==> src/rtl/video_timing_pkg.sv <==
// Shared 720p raster timing constants, counter widths and the generator control state.
// Sprite and screen modules reuse HCOUNT_W/VCOUNT_W so their coordinate buses match.
package video_timing_pkg;

  localparam int unsigned HCOUNT_W = 11;
  localparam int unsigned VCOUNT_W = 10;
  localparam int unsigned FC_W     = 6;

  localparam int unsigned ACTIVE_H_720P      = 1280;
  localparam int unsigned H_FRONT_PORCH_720P = 110;
  localparam int unsigned H_SYNC_WIDTH_720P  = 40;
  localparam int unsigned H_BACK_PORCH_720P  = 220;
  localparam int unsigned ACTIVE_LINES_720P  = 720;
  localparam int unsigned V_FRONT_PORCH_720P = 5;
  localparam int unsigned V_SYNC_WIDTH_720P  = 5;
  localparam int unsigned V_BACK_PORCH_720P  = 20;
  localparam int unsigned FPS_DEFAULT        = 60;

  localparam int unsigned TOTAL_H_720P = ACTIVE_H_720P + H_FRONT_PORCH_720P +
                                         H_SYNC_WIDTH_720P + H_BACK_PORCH_720P;
  localparam int unsigned TOTAL_V_720P = ACTIVE_LINES_720P + V_FRONT_PORCH_720P +
                                         V_SYNC_WIDTH_720P + V_BACK_PORCH_720P;

  typedef enum logic {
    IDLE = 1'b0,
    RUN  = 1'b1
  } sync_state_t;

endpackage

==> src/rtl/wrap_counter.sv <==
// Modulus counter with enable and synchronous clear; exposes its next value so the
// owner can register flags that line up with the count in the same cycle.
module wrap_counter #(
  parameter int unsigned W       = 8,
  parameter int unsigned MODULUS = 256
) (
  input  logic         clk,
  input  logic         rst,
  input  logic         en,
  output logic [W-1:0] count,
  output logic [W-1:0] count_next,
  output logic         wrap
);

  localparam logic [W-1:0] LAST = W'(MODULUS - 1);

  // Next-count and wrap decode; >= keeps the count bounded even from a corrupted value.
  always_comb begin
    count_next = count;
    wrap       = 1'b0;
    if (en && (count >= LAST)) begin
      wrap = 1'b1;
    end else begin
      wrap = 1'b0;
    end
    if (rst) begin
      count_next = '0;
    end else if (en) begin
      if (count >= LAST) begin
        count_next = '0;
      end else begin
        count_next = count + {{(W-1){1'b0}}, 1'b1};
      end
    end else begin
      count_next = count;
    end
  end

  // Count register.
  always_ff @(posedge clk) begin
    count <= count_next;
  end

endmodule

==> src/rtl/video_sig_gen.sv <==
// Raster timing generator: pixel coordinates plus sync, active-draw, new-frame and
// frame count, all registered so every output describes the same pixel.
module video_sig_gen
  import video_timing_pkg::*;
#(
  parameter int unsigned ACTIVE_H      = ACTIVE_H_720P,
  parameter int unsigned H_FRONT_PORCH = H_FRONT_PORCH_720P,
  parameter int unsigned H_SYNC_WIDTH  = H_SYNC_WIDTH_720P,
  parameter int unsigned H_BACK_PORCH  = H_BACK_PORCH_720P,
  parameter int unsigned ACTIVE_LINES  = ACTIVE_LINES_720P,
  parameter int unsigned V_FRONT_PORCH = V_FRONT_PORCH_720P,
  parameter int unsigned V_SYNC_WIDTH  = V_SYNC_WIDTH_720P,
  parameter int unsigned V_BACK_PORCH  = V_BACK_PORCH_720P,
  parameter int unsigned FPS           = FPS_DEFAULT
) (
  input  logic                clk_pixel_in,
  input  logic                rst_in,
  output logic [HCOUNT_W-1:0] hcount_out,
  output logic [VCOUNT_W-1:0] vcount_out,
  output logic                hs_out,
  output logic                vs_out,
  output logic                ad_out,
  output logic                nf_out,
  output logic [FC_W-1:0]     fc_out
);

  localparam int unsigned TOTAL_H = ACTIVE_H + H_FRONT_PORCH + H_SYNC_WIDTH + H_BACK_PORCH;
  localparam int unsigned TOTAL_V = ACTIVE_LINES + V_FRONT_PORCH + V_SYNC_WIDTH + V_BACK_PORCH;

  // One spare bit so a sync window ending exactly at 2^W still compares correctly.
  localparam logic [HCOUNT_W:0] H_ACT  = (HCOUNT_W+1)'(ACTIVE_H);
  localparam logic [HCOUNT_W:0] HS_BEG = (HCOUNT_W+1)'(ACTIVE_H + H_FRONT_PORCH);
  localparam logic [HCOUNT_W:0] HS_END = (HCOUNT_W+1)'(ACTIVE_H + H_FRONT_PORCH + H_SYNC_WIDTH);
  localparam logic [VCOUNT_W:0] V_ACT  = (VCOUNT_W+1)'(ACTIVE_LINES);
  localparam logic [VCOUNT_W:0] VS_BEG = (VCOUNT_W+1)'(ACTIVE_LINES + V_FRONT_PORCH);
  localparam logic [VCOUNT_W:0] VS_END = (VCOUNT_W+1)'(ACTIVE_LINES + V_FRONT_PORCH + V_SYNC_WIDTH);

  sync_state_t         state_r;
  sync_state_t         state_next_s;
  logic                run_s;
  logic                clr_s;
  logic [HCOUNT_W-1:0] h_next_s;
  logic [VCOUNT_W-1:0] v_next_s;
  logic [FC_W-1:0]     f_next_s;
  logic                h_wrap_s;
  logic                v_wrap_s;
  logic                f_wrap_s;
  logic [HCOUNT_W:0]   h_wide_s;
  logic [VCOUNT_W:0]   v_wide_s;
  logic                hs_next_s;
  logic                vs_next_s;
  logic                ad_next_s;
  logic                nf_next_s;
  logic                unused_s;

  // Control state register.
  always_ff @(posedge clk_pixel_in) begin
    if (rst_in) begin
      state_r <= IDLE;
    end else begin
      state_r <= state_next_s;
    end
  end

  // Next-state: any edge with reset low lands in RUN.
  always_comb begin
    state_next_s = state_r;
    if (rst_in) begin
      state_next_s = IDLE;
    end else begin
      case (state_r)
        IDLE:    state_next_s = RUN;
        RUN:     state_next_s = RUN;
        default: state_next_s = IDLE;
      endcase
    end
  end

  // Holding the counters clear while IDLE makes the IDLE->RUN edge load pixel (0,0).
  assign run_s = (state_r == RUN);
  assign clr_s = rst_in | ~run_s;

  wrap_counter #(.W(HCOUNT_W), .MODULUS(TOTAL_H)) u_hcount (
    .clk(clk_pixel_in), .rst(clr_s), .en(run_s),
    .count(hcount_out), .count_next(h_next_s), .wrap(h_wrap_s)
  );

  wrap_counter #(.W(VCOUNT_W), .MODULUS(TOTAL_V)) u_vcount (
    .clk(clk_pixel_in), .rst(clr_s), .en(h_wrap_s),
    .count(vcount_out), .count_next(v_next_s), .wrap(v_wrap_s)
  );

  wrap_counter #(.W(FC_W), .MODULUS(FPS)) u_fcount (
    .clk(clk_pixel_in), .rst(clr_s), .en(nf_next_s),
    .count(fc_out), .count_next(f_next_s), .wrap(f_wrap_s)
  );

  assign unused_s = ^{v_wrap_s, f_wrap_s, f_next_s};
  assign h_wide_s = {1'b0, h_next_s};
  assign v_wide_s = {1'b0, v_next_s};

  // Flags decoded from the next coordinates so they register alongside the counters.
  always_comb begin
    hs_next_s = 1'b0;
    vs_next_s = 1'b0;
    ad_next_s = 1'b0;
    nf_next_s = 1'b0;
    if (rst_in) begin
      hs_next_s = 1'b0;
      vs_next_s = 1'b0;
      ad_next_s = 1'b0;
      nf_next_s = 1'b0;
    end else begin
      hs_next_s = (h_wide_s >= HS_BEG) && (h_wide_s < HS_END);
      vs_next_s = (v_wide_s >= VS_BEG) && (v_wide_s < VS_END);
      ad_next_s = (h_wide_s < H_ACT) && (v_wide_s < V_ACT);
      nf_next_s = (h_wide_s == H_ACT) && (v_wide_s == V_ACT);
    end
  end

  // Flag output registers.
  always_ff @(posedge clk_pixel_in) begin
    if (rst_in) begin
      hs_out <= 1'b0;
      vs_out <= 1'b0;
      ad_out <= 1'b0;
      nf_out <= 1'b0;
    end else begin
      hs_out <= hs_next_s;
      vs_out <= vs_next_s;
      ad_out <= ad_next_s;
      nf_out <= nf_next_s;
    end
  end

endmodule

==> config.mk <==
export PLATFORM = sky130hd
export DESIGN_NAME = video_sig_gen
export DESIGN_NICKNAME = d
export VERILOG_FILES = /design/src/rtl/video_timing_pkg.sv /design/src/rtl/wrap_counter.sv /design/src/rtl/video_sig_gen.sv
export SDC_FILE = /design/constraint.sdc
export NUM_CORES = 1
export LEC_CHECK = 0
export CORE_MARGIN = 2
export CORE_UTILIZATION = 52
export DETAILED_ROUTE_END_ITERATION = 10
export PLACE_DENSITY = 0.9
export SLEW_MARGIN = 25
export SYNTH_ARGS = -nofsm -noshare
export SYNTH_HDL_FRONTEND = slang
export SYNTH_SLANG_ARGS = --single-unit
==> constraint.sdc <==
create_clock -name clk_pixel_in -period 3.1 [get_ports clk_pixel_in]
set_input_delay 0.775 -clock clk_pixel_in [delete_from_list [all_inputs] [get_ports clk_pixel_in]]
set_output_delay 0.775 -clock clk_pixel_in [all_outputs]
set_load 0.005 [all_outputs]
==> qor.log <==
qor: critical_path.crit_fanout 6
qor: synth.seq_cells_post_synth 32
qor: detailed_routing.ant_nets 0
qor: floorplan.initial_core_util 53.34%
qor: synth.synthesis.instances 237
qor: sta.slew_headroom 67.66%
qor: clock_network.cts_inserted_buffers 5
qor: critical_path.critPathLaunchType primary input
qor: power_and_ir_drop.design_power_total 891.0 uW
qor: clock_network.cts_tree built
qor: cells_and_area.layout.cells.most_common_list clkdlybuf4s50_1 (32), dfxtp_1 (31), buf_4 (25)
qor: synth.synthesis.area 1938 um2
qor: cells_and_area.mostFrequentLayoutCell clkdlybuf4s50_1
qor: floorplan.die_x 65.05 um
qor: synth.synth_top_area_share 33.05%
qor: critical_path.crit_top_cell a21oi_1
qor: critical_path.wp_data_required 3.31 ns
qor: place.place_hpwl 3.737 mm
qor: synth.synth_seq_area_share 33.05%
qor: clock_network.ctsHtreeMaxLevel 2
qor: detailed_routing.via_per_inst 5.949
qor: place.finalWeightedCongestion 0.8973
qor: cells_and_area.antennaDiodeCount 0
qor: detailed_routing.top_layer_used met4
qor: clock_network.clk_path_buf_depth 2
qor: clock_network.cts.reportedPaths.clkPinSlew 0.06 ns
qor: detailed_routing.wl_per_cell 15.00 um
qor: grt.first_global_vias 1824
qor: min_path.hold_class register to register
qor: clock_network.cts.hold.buffers_added 0
qor: grt.grt_first_pass_wirelength 8.487 mm
qor: cells_and_area.layout.cells.non_filler 333
qor: synth.syn_area_per_cell 8.178 um2
qor: cells_and_area.final_layout_size_suffix_gt1_share 16.14%
qor: cells_and_area.layout_overhead_on_the_synthesized_area 31.37%
qor: floorplan.num_rows 22
qor: synth.synth_nets 245
qor: critical_path.r2r_start u_hcount.count[0]
qor: critical_path.arrival 3.11 ns
qor: critical_path.path_class primary input to register
qor: detailed_routing.wl_met2 2.455 mm
qor: place.pre_cts_slack -0.03953 ns
qor: run_status.outcome finished clean
qor: detailed_routing.postRouteWirelength 4.994 mm
qor: detailed_routing.met1_routed_length 2.250 mm
qor: critical_path.cp-end-kind register
qor: sta.period_minus_slack 2.897 ns
qor: clock_network.clock_insertion_delay_worst_skew 0.28 ns
qor: sta.clock.fmax 345.2 MHz
qor: floorplan.die-area 4232 um2
qor: grt.all_layer_gr_usage 25.17%
qor: place.port-buffer-count 32
qor: grt.antenna_found_initial 0
qor: clock_network.cts-root-buf clkbuf_8
qor: job.maxCapViolations 0
qor: synth.synth_ff_type dfxtp_1
qor: sta.tns 0 ns
qor: grt.grt_max_degree 11
qor: detailed_routing.route.met3.wl 252 um
qor: floorplan.die_h 65.05 um
qor: place.dp_cells 324
qor: sta.final_hold_viol_count 0
qor: critical_path.critPathMaxStageDelay 0.51 ns
qor: critical_path.ff2ff_setup_slack 0.25 ns
qor: synth.yosys.cell_types.count 56
qor: sta.post_layout_worst_setup_margin 0.2033 ns
qor: min_path.min_delay_path_depth 1
qor: synth.netlist_top_cells_area dfxtp_1 (33%), nor2_1 (4.6%), ha_1 (3.9%), nand2_1 (3.9%), a21oi_1 (2.6%)
qor: sta.rsz0062_at_grt no
qor: critical_path.rr_endpoint u_fcount.count[1]
qor: synth.ys.warnings.count 0
qor: power_and_ir_drop.cellLeakagePower 0.8561 nW
qor: critical_path.worstPathCellList clkdlybuf4s50_1 -> inv_1 -> nand2_1 -> buf_4 -> a21oi_1 -> a21boi_0 -> nand4_1 -> or3_1 -> or4b_1 -> a21oi_1
qor: power_and_ir_drop.peakVddDrop 0.2755 mV
qor: synth.synth-edff-count 0
qor: critical_path.timing.reg2reg.worst_path_depth 10
qor: synth.synthArstFlopShare 0%
qor: grt.grt_overflow_total 0
qor: floorplan.core_area 3633 um2
qor: cells_and_area.final_net_count 292
qor: min_path.whs_endpoint u_hcount.count[0]
qor: critical_path.cp_slowest_cell clkdlybuf4s50_1
qor: detailed_routing.dr.first_iter.drc_count 162
qor: detailed_routing.drcViolationCount 0
qor: detailed_routing.vias 1981
qor: min_path.hold_start u_hcount.count[0]
qor: power_and_ir_drop.power_density 349.9 nW/um2
qor: sta.fin_skew 0.004329 ns
qor: floorplan.design.portCount 33
qor: synth.yosys.area.top_type dfxtp_1
qor: sta.final_setup_viols 0
qor: detailed_routing.detail_route.first_pass.iterations 4
qor: sta.finalMaxSlewViolations 0
qor: clock_network.cts_sinks 32
qor: sta.final_min_period_over_clock_period 93.44%
qor: sta.timing_worst_slew_pin_value 0.4836 ns
-- cell type report --
class / instances / area (um2)
Sequential cell: 32 / 641.9
Clock buffer: 7 / 96.34
Inverter: 7 / 26.28
Fill cell: 303 / 1087
Clock inverter: 1 / 30.03
Timing Repair Buffer: 57 / 508.0
Tap cell: 48 / 60.06
Multi-Input combinational cell: 181 / 1184
-- metrics by stage --
| stage | utilization [%] | area [um2] | hold WS, ns |
|---|---|---|---|
| 2_1_floorplan | - | 1938 | 0.4908 |
| 3_3_place_gp | 66.29 | 2409 | 0.4441 |
| 3_5_place_dp | 66.29 | 2409 | 0.4511 |
| 4_1_cts | 69.77 | 2535 | 0.4665 |
| 5_1_grt | 70.08 | 2546 | 0.5006 |
| 6_report | 70.08 | 2546 | 0.4603 |
-- how the worst max path moves through the flow --
stage	endpoint	startpoint	slack [ns]	depth (start not counted)
2_1_floorplan	u_fcount.count[1]	u_vcount.count[1]	0.41	10
3_3_place_gp	u_fcount.count[5]	rst_in	0.03	10
3_5_place_dp	u_fcount.count[1]	rst_in	-0.04	10
4_1_cts	u_fcount.count[1]	u_hcount.count[1]	0.16	10
5_1_grt	u_fcount.count[1]	u_vcount.count[0]	0.02	11
6_report	u_fcount.count[1]	rst_in	0.20	10
-- per-layer routing --
metal	vias to the layer above	track usage (%)
met5	-	0
met4	0	7.031
met3	4	3.993
met2	62	42.53
met1	939	33.26
li1	976	-
-- synth_stat cells, types with 7 or more instances --
cell      instances
dfxtp_1          32
or3_1             8
nand2_1          20
nor2_1           24
a21oi_1          10
inv_1             7
nand4_1           7
nand3_1          10
clkbuf_1          8
a31oi_1           8
-- critical path: cells and delay by family --
family                 cells  cell delay [ns]
AND/OR/NAND/NOR            4             1.20
AO/OA/AOI/OAI              3             0.36
buffers and inverters      3             0.78
-- repair_timing --
item	4_1_cts	5_1_grt
resized for setup	0	3
setup endpoints to repair	0	6
buffers inserted	0	1
-- cells by family (layout without fill, tap and decap cells) --
kind of cell	count (synthesis)	after routing	synth area share [%]
buffers and inverters	24	72	6.004
AO/OA/AOI/OAI	58	58	22.34
flip-flops	32	32	33.05
XOR/XNOR	8	8	3.615
adder cells (fa/ha/maj)	7	7	4.390
AND/OR/NAND/NOR	108	108	30.60
-- flip-flops by register name, summed over array words and instances, names as in the netlist --
signal / flops
run_s: 1
u_vcount.count: 10
u_hcount.count: 11
nf_out: 1
ad_out: 1
u_fcount.count: 6
vs_out: 1
hs_out: 1
-- power by group --
| group | leakage (nW) | internal, mW | switching (mW) |
|---|---|---|---|
| sequential | 0.259 | 0.414 | 0.00248 |
| combinational | 0.532 | 0.0158 | 0.0183 |
| clock | 0.0645 | 0.284 | 0.157 |
Note: power is estimated with default switching activity, not from simulation.
